[src/rtl/instr_fetch_pkg.sv]
// Shared definitions for the instruction fetch stage: FSM encoding, reset PC default,
// instruction field positions and fetch queue depth.
package instr_fetch_pkg;

    typedef enum logic [1:0] {
        StIdle,
        StReq,
        StWait
    } fetchStateT;

    localparam logic [31:0] RESET_PC_DEFAULT = 32'h0000_0000;
    localparam int unsigned INSTR_W = 32;
    localparam int unsigned OP_MSB = 31;
    localparam int unsigned OP_LSB = 26;
    localparam int unsigned QUEUE_DEPTH = 2;

    function automatic logic [OP_MSB-OP_LSB:0] opField(input logic [INSTR_W-1:0] word);
        return word[OP_MSB:OP_LSB];
    endfunction

endpackage

[src/rtl/instr_fetch_queue.sv]
// Two-entry synchronous FIFO holding fetched {pc, instruction} pairs; supports
// simultaneous push/pop and a single-cycle flush.
module instr_fetch_queue
    import instr_fetch_pkg::*;
#(
    parameter int unsigned DATA_W = 64,
    parameter logic [DATA_W-1:0] RESET_VAL = '0
) (
    input  logic              clk,
    input  logic              rst_n,
    input  logic              flush,
    input  logic              push,
    input  logic              pop,
    input  logic [DATA_W-1:0] pushData,
    output logic [DATA_W-1:0] headData,
    output logic [1:0]        count
);

    localparam int unsigned PTR_W = $clog2(QUEUE_DEPTH);
    localparam logic [1:0] FULL = 2'(QUEUE_DEPTH);

    logic [DATA_W-1:0] mem [QUEUE_DEPTH];
    logic [PTR_W-1:0]  headQ;
    logic [PTR_W-1:0]  tailQ;
    logic [1:0]        countQ;
    logic              doPush;
    logic              doPop;

    assign doPop  = pop && (countQ != 2'd0);
    assign doPush = push && ((countQ != FULL) || doPop);

    // Pointers wrap naturally because the depth is a power of two.
    always_ff @(posedge clk or negedge rst_n) begin
        if (!rst_n) begin
            for (int i = 0; i < QUEUE_DEPTH; i++) begin
                mem[i] <= RESET_VAL;
            end
            headQ  <= '0;
            tailQ  <= '0;
            countQ <= 2'd0;
        end else if (flush) begin
            headQ  <= '0;
            tailQ  <= '0;
            countQ <= 2'd0;
        end else begin
            if (doPush) begin
                mem[tailQ] <= pushData;
                tailQ      <= tailQ + PTR_W'(1);
            end
            if (doPop) begin
                headQ <= headQ + PTR_W'(1);
            end
            countQ <= countQ + 2'(doPush) - 2'(doPop);
        end
    end

    assign headData = mem[headQ];
    assign count    = countQ;

endmodule

[src/rtl/instr_fetch.sv]
// Instruction fetch stage: PC, single-outstanding imem request FSM, 2-entry fetch queue and
// redirect handling. Optional stall counter enabled by defining FETCH_PERF_CNT_EN.
module instr_fetch
    import instr_fetch_pkg::*;
#(
    parameter int unsigned ADDR_W = 32,
    parameter logic [ADDR_W-1:0] RESET_PC = ADDR_W'(RESET_PC_DEFAULT)
) (
    input  logic              clk,
    input  logic              rst_n,
    output logic              imem_req,
    output logic [ADDR_W-1:0] imem_addr,
    input  logic              imem_valid,
    input  logic [31:0]       imem_rdata,
    output logic              instr_valid,
    input  logic              instr_ready,
    output logic [31:0]       instr,
    output logic [5:0]        op,
    output logic [ADDR_W-1:0] instr_pc,
`ifdef FETCH_PERF_CNT_EN
    output logic [31:0]       stall_cnt,
`endif
    input  logic              redirect_valid,
    input  logic [ADDR_W-1:0] redirect_pc
);

    localparam int unsigned ENTRY_W = ADDR_W + INSTR_W;

    fetchStateT        stateQ, stateD;
    logic [ADDR_W-1:0] pcQ, pcD;
    logic              killQ, killD;
    logic              inflightQ, inflightD;
    logic              pushEn;
    logic              popEn;
    logic [1:0]        count;
    logic [2:0]        countAfter;
    logic [ENTRY_W-1:0] headEntry;

    instr_fetch_queue #(
        .DATA_W   (ENTRY_W),
        .RESET_VAL({RESET_PC, 32'h0000_0000})
    ) u_queue (
        .clk     (clk),
        .rst_n   (rst_n),
        .flush   (redirect_valid),
        .push    (pushEn),
        .pop     (popEn),
        .pushData({pcQ, imem_rdata}),
        .headData(headEntry),
        .count   (count)
    );

    always_ff @(posedge clk or negedge rst_n) begin
        if (!rst_n) begin
            stateQ    <= StIdle;
            pcQ       <= RESET_PC;
            killQ     <= 1'b0;
            inflightQ <= 1'b0;
        end else begin
            stateQ    <= stateD;
            pcQ       <= pcD;
            killQ     <= killD;
            inflightQ <= inflightD;
        end
    end

    always_comb begin
        stateD     = stateQ;
        pcD        = pcQ;
        killD      = killQ;
        inflightD  = inflightQ;
        pushEn     = 1'b0;
        popEn      = (count != 2'd0) && instr_ready && !redirect_valid;
        countAfter = 3'(count) - 3'(popEn);
        if (redirect_valid) begin
            pcD = {redirect_pc[ADDR_W-1:2], 2'b00};
            // A response arriving in the redirect cycle is simply dropped; otherwise mark it.
            if (stateQ == StWait && !imem_valid) begin
                killD = 1'b1;
            end else begin
                stateD    = StReq;
                killD     = 1'b0;
                inflightD = 1'b0;
            end
        end else begin
            unique case (stateQ)
                StIdle: begin
                    if ((3'(count) + 3'(inflightQ)) < 3'(QUEUE_DEPTH)) begin
                        stateD = StReq;
                    end
                end
                StReq: begin
                    stateD    = StWait;
                    inflightD = 1'b1;
                end
                StWait: begin
                    if (imem_valid) begin
                        if (!killQ) begin
                            pushEn = 1'b1;
                            pcD    = pcQ + ADDR_W'(4);
                        end
                        killD      = 1'b0;
                        inflightD  = 1'b0;
                        countAfter = 3'(count) + 3'(pushEn) - 3'(popEn);
                        stateD     = (countAfter < 3'(QUEUE_DEPTH)) ? StReq : StIdle;
                    end
                end
                default: stateD = StIdle;
            endcase
        end
    end

    // Request is withheld in a redirect cycle so a stale address never goes out.
    always_comb begin
        imem_req    = (stateQ == StReq) && !redirect_valid;
        imem_addr   = pcQ;
        instr_valid = (count != 2'd0);
        instr       = headEntry[INSTR_W-1:0];
        op          = opField(headEntry[INSTR_W-1:0]);
        instr_pc    = headEntry[ENTRY_W-1:INSTR_W];
    end

`ifdef FETCH_PERF_CNT_EN
    logic [31:0] stallCntQ;

    always_ff @(posedge clk or negedge rst_n) begin
        if (!rst_n) begin
            stallCntQ <= 32'd0;
        end else if (!instr_valid && !redirect_valid && (stallCntQ != 32'hFFFF_FFFF)) begin
            stallCntQ <= stallCntQ + 32'd1;
        end
    end

    assign stall_cnt = stallCntQ;
`endif

endmodule

[config.mk]
export PLATFORM = sky130hd
export DESIGN_NAME = instr_fetch
export DESIGN_NICKNAME = d
export VERILOG_FILES = /design/src/rtl/instr_fetch_pkg.sv /design/src/rtl/instr_fetch_queue.sv /design/src/rtl/instr_fetch.sv
export SDC_FILE = /design/constraint.sdc
export NUM_CORES = 1
export LEC_CHECK = 0
export ABC_AREA = 1
export BUFFER_PORTS_ARGS = -buffer_cell sky130_fd_sc_hd__buf_2
export CORE_MARGIN = 2
export CORE_UTILIZATION = 29
export CTS_CLUSTER_DIAMETER = 80
export DETAILED_ROUTE_END_ITERATION = 6
export GPL_TIMING_DRIVEN = 0
export SETUP_SLACK_MARGIN = 0.05
export SLEW_MARGIN = 10
export SYNTH_ARGS = -nofsm -noshare
export SYNTH_HDL_FRONTEND = slang
export SYNTH_SLANG_ARGS = --single-unit
[constraint.sdc]
create_clock -name clk -period 6.81 [get_ports clk]
set_clock_uncertainty 0.2 [all_clocks]
set_input_delay 1.0215 -clock clk [delete_from_list [all_inputs] [get_ports clk]]
set_output_delay 1.0215 -clock clk [all_outputs]
set_load 0.02 [all_outputs]
==> results.py, run 1 <==
metrics = {
    "clock_network": {
        "max-clock-path-buffers": 2,
        "insertion_delay_ns": 0.43,
        "cts_htree_levels": 4,
        "cts_tree": "done",
        "cts_resized": 0,
        "cts_root_buffer": "clkbuf_16",
        "holdBufCountCts": 0,
        "clk_pin_slew_worst_paths_ns": 0.07,
        "clock_sinks": 162,
        "post_cts_buffers": 0,
        "cts_buffers": 17,
    },
    "floorplan": {
        "placementRows": 60,
        "die_h_um": 171,
        "start_util_pct": 29.7,
        "fp.dieW_um": 171,
        "pin_count": 173,
        "core_area_mm2": 0.0271,
        "die-area_mm2": 0.0291,
    },
    "synth": {
        "synth_area_leaders": "dfrtp_1 50%, nand2_1 21%, o21ai_1 6.5%",
        "synthMuxAreaShare_pct": 0,
        "synthSimpleGateAreaFrac_pct": 28.0,
        "ys_seq_elements": 162,
        "synth_top_family_by_area": "simple AND/OR/NAND/NOR gates",
        "yosys.area.top_type": "dfrtp_1",
        "synth_top_area_share_pct": 50.4,
        "synthesis.instances": 1055,
        "ys.flop_type": "dfrtp_1",
        "synth_edf_count": 0,
        "synthAdderAreaFrac_pct": 0.871,
        "ys_seq_area_share_pct": 50.4,
        "synthArstFlopShare_pct": 100,
        "synth_cell_types": 37,
        "synth_xor_area_share_pct": 0.871,
        "synthesis.area_mm2": 0.00805,
        "synth.yosys.warnings": 0,
        "postSynthAreaPerCell_um2": 7.63,
        "synth-compound-area-share_pct": 10.9,
    },
    "sta": {
        "setup_viol_count_final": 0,
        "relSlewSlack_pct": 57.8,
        "rsz0062_at_grt": "false",
        "fin_crit_ns": 3.53,
        "drv_slew": 0,
        "fin_tns_setup_ns": 0,
        "max_freq_ghz": 0.283,
        "finalHoldViolations": 0,
        "fin_crit_sh_pct": 51.8,
        "tightest_slew_ns": 0.632,
    },
    "finish": {
        "final_layout_size_suffix_gt1_share_pct": 19.7,
        "diodes": 0,
        "nNetsFinal": 1317,
        "syn_to_final_growth_pct": 24.3,
        "final_common_cell": "nand2_1",
        "final_cell_mix": "453 x nand2_1, 169 x buf_2, 162 x dfrtp_1, 105 x o21ai_1, 90 x inv_1",
        "fin_area_mm2": 0.0100,
    },
    "place": {
        "gp_congestion": 0.877,
        "post_dp_cell_area_mm2": 0.00939,
        "dp_hpwl_um": 17500,
        "port-buffer-count": 165,
    },
    "drt": {
        "drc": 0,
        "via_per_inst": 4.49,
        "first_iter_violations": 503,
        "drtAntennaViolNets": 0,
        "dr_total_vias": 7313,
        "wire_per_inst_um": 14.9,
        "first_pass_iters": 7,
        "drt_wl_total_um": 24300,
    },
    "power": {
        "ir_drop_mv": 0.144,
        "power_switching_mw": 1.21,
        "internal_power_mw": 2.10,
        "combPwrFrac_pct": 30.4,
        "switching_share_pct": 36.5,
        "pwr-share-seq_pct": 38.7,
        "power.density_mw_per_mm2": 331,
        "p_leak_nw": 5.28,
        "power_mw": 3.31,
        "p_clk_share_pct": 30.9,
    },
    "job": {
        "maxCapViolCount": 0,
    },
    "grt": {
        "grt_pass1_vias": 6840,
        "antenna_found_initial": 0,
        "grt_pass1_wl_um": 37800,
        "grt_usage_pct": 17.0,
        "grt_max_degree": 85,
        "grt_overflow_total": 0,
    },
    "worst_hold_path": {
        "min_to": "u_queue.mem[0]$_DFFE_PN0P_",
        "hp-class": "reg -> reg",
        "hp-start": "u_queue.mem[0]$_DFFE_PN0P_",
        "worstHoldPathCells": 2,
    },
    "worst_setup_path": {
        "max_stage_delay_ns": 0.48,
        "critPathTopFamily": "buffers and inverters",
        "crit_arrival_ns": 2.31,
        "critPathLaunchType": "register",
        "r2r_slack_ns": 4.26,
        "critPathLaunch": "u_queue.headQ$_DFFE_PN0P_",
        "critPathMaxFanout": 10,
        "endpoint_kind": "output pin",
        "cp_data_required_time_ns": 5.59,
        "critPathBufInv": 5,
        "reg2reg_to": "stateQ[0]$_DFFE_PN0P_",
        "reg2reg_from": "u_queue.count[1]$_DFF_PN0_",
        "crit_chain": "clkbuf_1 -> inv_2 -> clkbuf_1 -> nand2_1 -> nand2_1 -> buf_4 -> buf_2",
        "rr_worst_depth": 12,
        "crit_type": "reg -> out",
        "cp_slowest_cell": "clkbuf_1",
    },
    "run_status": {
        "status": "finished, final reports clean",
    },
}
cell type report:
type	instances	area, µm²
flip-flops and latches	162	4050
fillers	2884	17100
clock inverters	13	174
well taps	372	465
clock buffers	19	443
plain buffers	58	359
multi-input cells	743	3290
repair buffers	166	863
inverters	95	358
cells in the mapped netlist (6+ instances only):
master,count
a21oi_1,7
o21ai_0,34
dfrtp_1,162
buf_6,13
xor2_1,6
buf_4,10
nand2_1,453
o21ai_2,6
clkbuf_1,23
nand3_1,43
o21ai_1,105
buf_1,7
inv_1,90
nor2_1,50
worst reg2reg max path, cell delays in order (launching register included):
cell and delay (ns):
dfrtp_1 0.44, inv_2 0.12, nand2_4 0.07, nand2_4 0.10
nor2_1 0.06, ha_1 0.27, or2_2 0.30, fa_1 0.42
a21boi_0 0.13, o211ai_1 0.16, nand2_1 0.07, nand2_1 0.07
inv_1 0.03
metrics by stage:
| stage | hold WS, ns | utilization, % | setup slack (ns) | cells |
|---|---|---|---|---|
| after floorplan | 0.253 | - | 3.57 | 1058 |
| after global placement | 0.265 | 34.5 | 1.92 | 1595 |
| after detailed placement | 0.270 | 34.6 | 3.31 | 1596 |
| after CTS | 0.288 | 36.9 | 3.18 | 1628 |
| after global routing | 0.306 | 36.9 | 3.10 | 1628 |
| final | 0.283 | 36.9 | 3.28 | 1628 |
flip-flops by register name, indices dropped and copies added, names as in the netlist:
| register | flops |
|---|---|
| u_queue.mem | 124 |
| imem_addr | 30 |
| stateQ | 2 |
| u_queue.count | 2 |
| inflightQ | 1 |
| killQ | 1 |
| u_queue.headQ | 1 |
| u_queue.tailQ | 1 |
layer usage:
layer  part of all wire [%]  global-route usage (%)
met1                     48                    24.1
met2                     45                    26.3
met3                    5.9                    3.84
met4                   0.88                    3.83
met5                      0                       0
power groups by stage:
stage               sequential [mW]  combinational [mW]  clock [mW]
CTS                            1.28                1.02        1.05
finish                         1.28                1.01        1.02
floorplan                      1.29               0.640           0
global placement               1.29                1.01           0
detailed placement             1.30                1.02           0
global route                   1.31                1.12        1.09
how the worst max path moves through the flow:
stage	slack (ns)	cells past startpoint	end
after global placement	1.92	1	imem_addr[24]$_DFFE_PN0P_
final	3.28	7	op[1]
after detailed placement	3.31	11	stateQ[0]$_DFFE_PN0P_
after CTS	3.18	7	op[1]
after global routing	3.10	7	op[1]
after floorplan	3.57	11	stateQ[0]$_DFFE_PN0P_
cell families (layout without fill, tap and decap cells):
| group | count (synthesis) | after routing |
|---|---|---|
| AOI/OAI and AO/OA | 164 | 164 |
| xor gates and xnor gates | 8 | 8 |
| adders and majority gates | 5 | 5 |
| buffers and inverters | 153 | 351 |
| DFF | 162 | 162 |
| other | 1 | 4 |
| and+or+nand+nor | 562 | 562 |
Power figures use the tool's default switching activity.
==> inputs of run 2 (changes only) <==
- clock period: 6.81 -> 3.4 ns (I/O delays scaled with it)
==> run 2 against run 1 <==
Non-clock buffer count increased by 1. Cell count about the same. Design area about the same. Largest power group unchanged. First-iteration DRC count increased by 2.6%. Hold slack got worse by 0.19 ns.
==> results.py, run 2 (synthesized netlist as in run 1, its figures left out) <==
metrics = {
    "power": {
        "p_clk_share_pct": 31.0,
        "pwr-share-seq_pct": 38.6,
        "power.density_mw_per_mm2": 664,
        "p_leak_nw": 5.28,
        "power_switching_mw": 2.43,
        "ir_drop_mv": 0.289,
        "switching_share_pct": 36.6,
        "combPwrFrac_pct": 30.4,
        "internal_power_mw": 4.21,
    },
    "sta": {
        "fin_tns_setup_ns": 0,
        "setup_viol_count_final": 0,
        "tightest_slew_ns": 0.632,
        "max_freq_ghz": 0.332,
        "fin_crit_sh_pct": 88.6,
        "drv_slew": 0,
        "finalHoldViolations": 0,
        "rsz0062_at_grt": "false",
        "relSlewSlack_pct": 57.9,
        "fin_crit_ns": 3.01,
    },
    "worst_setup_path": {
        "r2r_slack_ns": 0.84,
        "cp_data_required_time_ns": 2.69,
        "critPathLaunchType": "register",
        "endpoint_kind": "output pin",
        "worstSetupEndpoint": "op[1]",
        "reg2reg_from": "u_queue.count[1]$_DFF_PN0_",
        "crit_type": "reg -> out",
        "critPathMaxFanout": 10,
        "crit_arrival_ns": 2.30,
        "critPathLaunch": "u_queue.headQ$_DFFE_PN0P_",
        "rr_worst_depth": 12,
        "reg2reg_to": "stateQ[0]$_DFFE_PN0P_",
    },
    "drt": {
        "via_per_inst": 4.49,
        "first_iter_violations": 516,
        "met3WireLength_um": 1580,
        "wl_met1_um": 11700,
        "wire_per_inst_um": 15.0,
        "first_pass_iters": 5,
        "drtAntennaViolNets": 0,
        "dr_total_vias": 7312,
        "drc": 0,
        "top_layer": "met4",
        "drt_wl_total_um": 24400,
        "met2WireLength_um": 10900,
    },
    "finish": {
        "largest_reg_flops": 124,
        "final_cell_mix": "453 x nand2_1, 169 x buf_2, 162 x dfrtp_1, 105 x o21ai_1, 90 x inv_1",
        "final_layout_size_suffix_gt1_share_pct": 19.6,
        "syn_to_final_growth_pct": 24.4,
        "top_register": "u_queue.mem",
        "utilization_pct": 36.9,
        "nNetsFinal": 1318,
        "fill_cells": 2883,
        "diodes": 0,
        "final_common_cell": "nand2_1",
    },
    "place": {
        "gp_congestion": 0.877,
        "dp_hpwl_um": 17500,
        "port-buffer-count": 165,
    },
    "clock_network": {
        "cts_buffers": 17,
        "post_cts_buffers": 0,
        "clk_pin_slew_worst_paths_ns": 0.07,
        "max-clock-path-buffers": 2,
        "clock_sinks": 162,
        "cts_resized": 0,
        "cts_root_buffer": "clkbuf_16",
        "cts_tree": "done",
        "cts_htree_levels": 4,
        "insertion_delay_ns": 0.43,
    },
    "grt": {
        "antenna_found_initial": 0,
        "grt_overflow_total": 0,
        "grt_usage_pct": 17.0,
        "grt_pass1_vias": 6846,
        "grt_max_degree": 85,
        "grt_pass1_wl_um": 37900,
    },
    "job": {
        "maxCapViolCount": 0,
    },
    "run_status": {
        "status": "finished, final reports clean",
    },
    "floorplan": {
        "start_util_pct": 29.7,
        "placementRows": 60,
        "fp.dieW_um": 171,
        "die-area_mm2": 0.0291,
        "die_h_um": 171,
        "core_area_mm2": 0.0271,
        "pin_count": 173,
    },
    "worst_hold_path": {
        "hp-class": "in -> reg",
    },
}
[run 2: worst max-delay path: stages, from the launching register on]
cell and delay (ns):
dfrtp_1 0.36, clkbuf_1 0.26, inv_2 0.31, clkbuf_1 0.48, nand2_1 0.10, nand2_1 0.11, buf_4 0.10, buf_2 0.14
[run 2: layout make-up]
cell class,count,area [µm²],area share (%)
Buffer,58,359,3.59
Clock buffer,19,443,4.42
Clock inverter,13,174,1.74
Inverter,95,358,3.57
Multi-Input combinational cell,743,3290,32.8
Sequential cell,162,4050,40.5
Tap cell,372,465,4.65
Timing Repair Buffer,167,873,8.72
[run 2: power by group through the flow]
stage,logic [mW],clock network (mW),registers [mW]
6_report,2.02,2.06,2.57
5_1_grt,2.24,2.17,2.62
4_1_cts,2.05,2.10,2.56
3_5_place_dp,2.05,0,2.60
3_3_place_gp,2.02,0,2.58
2_1_floorplan,1.28,0,2.59
[run 2: stage by stage]
| stage | power (mW) | setup WS [ns] | hold slack [ns] | cell area [µm²] | cells |
|---|---|---|---|---|---|
| after floorplan | 3.87 | 0.673 | 0.0144 | 8060 | 1058 |
| after global placement | 4.60 | -0.977 | 0.265 | 9350 | 1595 |
| after detailed placement | 4.64 | 0.410 | 0.270 | 9390 | 1596 |
| after CTS | 6.72 | 0.278 | 0.0752 | 10000 | 1629 |
| after global routing | 7.03 | 0.198 | 0.0893 | 10000 | 1629 |
| final | 6.64 | 0.388 | 0.0891 | 10000 | 1629 |
[run 2: layer usage]
metal / GRT usage (%) / vias up
met3: 3.84 / 21
met5: 0 / -
met2: 26.4 / 229
met4: 3.83 / 0
li1: - / 3668
met1: 24.1 / 3394
[run 2: worst min-delay path by stage]
stage	from	endpoint	slack, ns	depth (start not counted)
6_report	redirect_pc[14]	imem_addr[14]$_DFFE_PN0P_	0.09	3
5_1_grt	redirect_pc[23]	imem_addr[23]$_DFFE_PN0P_	0.09	3
4_1_cts	redirect_pc[23]	imem_addr[23]$_DFFE_PN0P_	0.08	3
3_5_place_dp	u_queue.mem[1]$_DFFE_PN0P_	u_queue.mem[1]$_DFFE_PN0P_	0.27	2
3_3_place_gp	u_queue.mem[99]$_DFFE_PN0P_	u_queue.mem[99]$_DFFE_PN0P_	0.26	2
2_1_floorplan	rst_n	imem_addr[10]$_DFFE_PN0P_	0.01	0
[run 2: repair_timing]
item                                    CTS  global route
hold buffers                              1             0
endpoints found under the hold margin    78             0
endpoints found under the setup margin    0             0
==> inputs of run 3 (changes only) <==
- clock period: 3.4 -> 3.2 ns (I/O delays scaled with it)
==> run 3 against run 2 <==
Die area unchanged. Highest routed layer unchanged. Worst setup slack worse by 0.10 ns. Clock-buffer cell count stayed put. Wire length about the same. Power increased by 6.2%. Largest power group unchanged. First-iteration DRC count is the same. Combinational power is 6% higher. Register-to-register slack got worse by 0.19 ns. Non-clock buffer count is the same.
==> results.py, run 3 (synthesized netlist as in run 1, its figures left out) <==
metrics = {
    "place": {
        "port-buffer-count": 165,
        "gp_congestion": 0.877,
        "dp_slack_ns": 0.240,
        "dp_hpwl_um": 17500,
        "post_dp_cell_area_mm2": 0.00939,
    },
    "clock_network": {
        "cts_htree_levels": 4,
        "cts_tree": "done",
        "cts_root_buffer": "clkbuf_16",
        "max-clock-path-buffers": 2,
        "insertion_delay_ns": 0.43,
        "post_cts_buffers": 0,
        "cts_buffers": 17,
        "clk_pin_slew_worst_paths_ns": 0.07,
        "clock_sinks": 162,
    },
    "sta": {
        "drv_slew": 0,
        "fin_ws_ns": 0.286,
        "rsz0062_at_grt": "false",
        "max_freq_ghz": 0.343,
        "finalHoldViolations": 0,
        "setup_viol_count_final": 0,
        "relSlewSlack_pct": 57.5,
        "fin_crit_sh_pct": 91.1,
        "tightest_slew_ns": 0.638,
        "hold_ws_ns": 0.0591,
        "fin_crit_ns": 2.91,
    },
    "worst_setup_path": {
        "max_stage_delay_ns": 0.43,
        "critPathTopFamily": "buffers and inverters",
        "crit_arrival_ns": 2.23,
        "rr_worst_depth": 12,
        "reg2reg_from": "u_queue.count[1]$_DFF_PN0_",
        "cp_data_required_time_ns": 2.52,
        "r2r_slack_ns": 0.65,
        "critPathBufInv": 4,
        "cp_slowest_cell": "clkbuf_1",
        "cp_num_cells": 6,
        "critPathMaxFanout": 10,
        "crit_type": "reg -> out",
        "worstSetupEndpoint": "instr_pc[18]",
        "critPathLaunch": "u_queue.headQ$_DFFE_PN0P_",
        "crit_chain": "clkbuf_1 -> inv_2 -> clkbuf_1 -> nand2_1 -> nand2_1 -> buf_2",
        "reg2reg_to": "stateQ[0]$_DFFE_PN0P_",
        "endpoint_kind": "output pin",
        "critPathLaunchType": "register",
    },
    "power": {
        "p_clk_share_pct": 30.9,
        "p_leak_nw": 5.28,
        "switching_share_pct": 36.6,
        "power_switching_mw": 2.58,
        "pwr-share-seq_pct": 38.6,
        "power.density_mw_per_mm2": 705,
        "combPwrFrac_pct": 30.4,
        "internal_power_mw": 4.47,
        "power_mw": 7.06,
        "ir_drop_mv": 0.307,
    },
    "drt": {
        "drc": 0,
        "drtAntennaViolNets": 0,
        "drt_wl_total_um": 24400,
        "dr_total_vias": 7319,
        "first_pass_iters": 5,
        "via_per_inst": 4.49,
        "first_iter_violations": 516,
        "wire_per_inst_um": 15.0,
    },
    "grt": {
        "grt_overflow_total": 0,
        "antenna_found_initial": 0,
        "grt_usage_pct": 17.0,
        "grt_max_degree": 85,
        "grt_pass1_wl_um": 37900,
        "grt_pass1_vias": 6846,
    },
    "finish": {
        "diodes": 0,
        "final_cell_mix": "453 x nand2_1, 169 x buf_2, 162 x dfrtp_1, 105 x o21ai_1, 90 x inv_1",
        "fin_area_mm2": 0.0100,
        "nNetsFinal": 1318,
        "largest_reg_flops": 124,
        "final_common_cell": "nand2_1",
        "top_register": "u_queue.mem",
        "final_layout_size_suffix_gt1_share_pct": 19.7,
        "syn_to_final_growth_pct": 24.5,
    },
    "floorplan": {
        "die-area_mm2": 0.0291,
        "start_util_pct": 29.7,
        "placementRows": 60,
        "die_h_um": 171,
        "pin_count": 173,
        "core_area_mm2": 0.0271,
        "fp.dieW_um": 171,
    },
    "run_status": {
        "status": "finished, final reports clean",
    },
    "job": {
        "maxCapViolCount": 0,
    },
    "worst_hold_path": {
        "hp-class": "in -> reg",
    },
}
## run 3: cell count changes in the layout (fill, tap and decap cells not counted)
cell and change:
clkbuf_2 +1, clkbuf_1 -1
## run 3: metrics by stage
stage	std cells	utilization (%)	TNS, ns
final	1629	36.9	0
after detailed placement	1596	34.6	0
after global placement	1595	34.5	-182.95
after global routing	1629	36.9	0
after CTS	1629	36.9	0
after floorplan	1058	-	0
## run 3: per-layer routing
metal / share of wire, % / track usage [%] / vias to the layer above
li1: - / - / 3670
met1: 48 / 24.1 / 3395
met2: 45 / 26.4 / 233
met3: 6.3 / 3.84 / 21
met4: 1.0 / 3.83 / 0
met5: 0 / 0 / -
## run 3: worst min path at each step
| stage | start | endpoint | slack (ns) | cells after the start |
|---|---|---|---|---|
| after floorplan | rst_n | imem_addr[10]$_DFFE_PN0P_ | -0.02 | 0 |
| after global placement | u_queue.mem[99]$_DFFE_PN0P_ | u_queue.mem[99]$_DFFE_PN0P_ | 0.26 | 2 |
| after detailed placement | u_queue.mem[1]$_DFFE_PN0P_ | u_queue.mem[1]$_DFFE_PN0P_ | 0.27 | 2 |
| after CTS | redirect_pc[23] | imem_addr[23]$_DFFE_PN0P_ | 0.05 | 3 |
| after global routing | redirect_pc[23] | imem_addr[23]$_DFFE_PN0P_ | 0.06 | 3 |
| final | redirect_pc[14] | imem_addr[14]$_DFFE_PN0P_ | 0.06 | 3 |
## run 3: worst min-delay path: stages
cell and delay (ns):
buf_2 0.07, nand2_1 0.04, nand3_1 0.07
## run 3: what timing repair did
item / CTS / global route
endpoints found under the hold margin: 78 / 0
setup endpoints to repair: 0 / 4
hold buffers: 1 / 0
resized for setup: 0 / 2
## run 3: power groups by stage
stage	Sequential [mW]	Combinational, mW	Clock, mW
after floorplan	2.75	1.36	0
after global routing	2.78	2.38	2.31
after global placement	2.74	2.14	0
after detailed placement	2.76	2.17	0
after CTS	2.72	2.18	2.23
final	2.73	2.15	2.18
## run 3: final cells by class
class                           count  area, µm²
Fill cell                        2885      17100
Sequential cell                   162       4050
Multi-Input combinational cell    743       3290
Timing Repair Buffer              167        873
Tap cell                          372        465
Clock buffer                       19        443
Buffer                             58        360
Inverter                           95        358
Clock inverter                     13        174
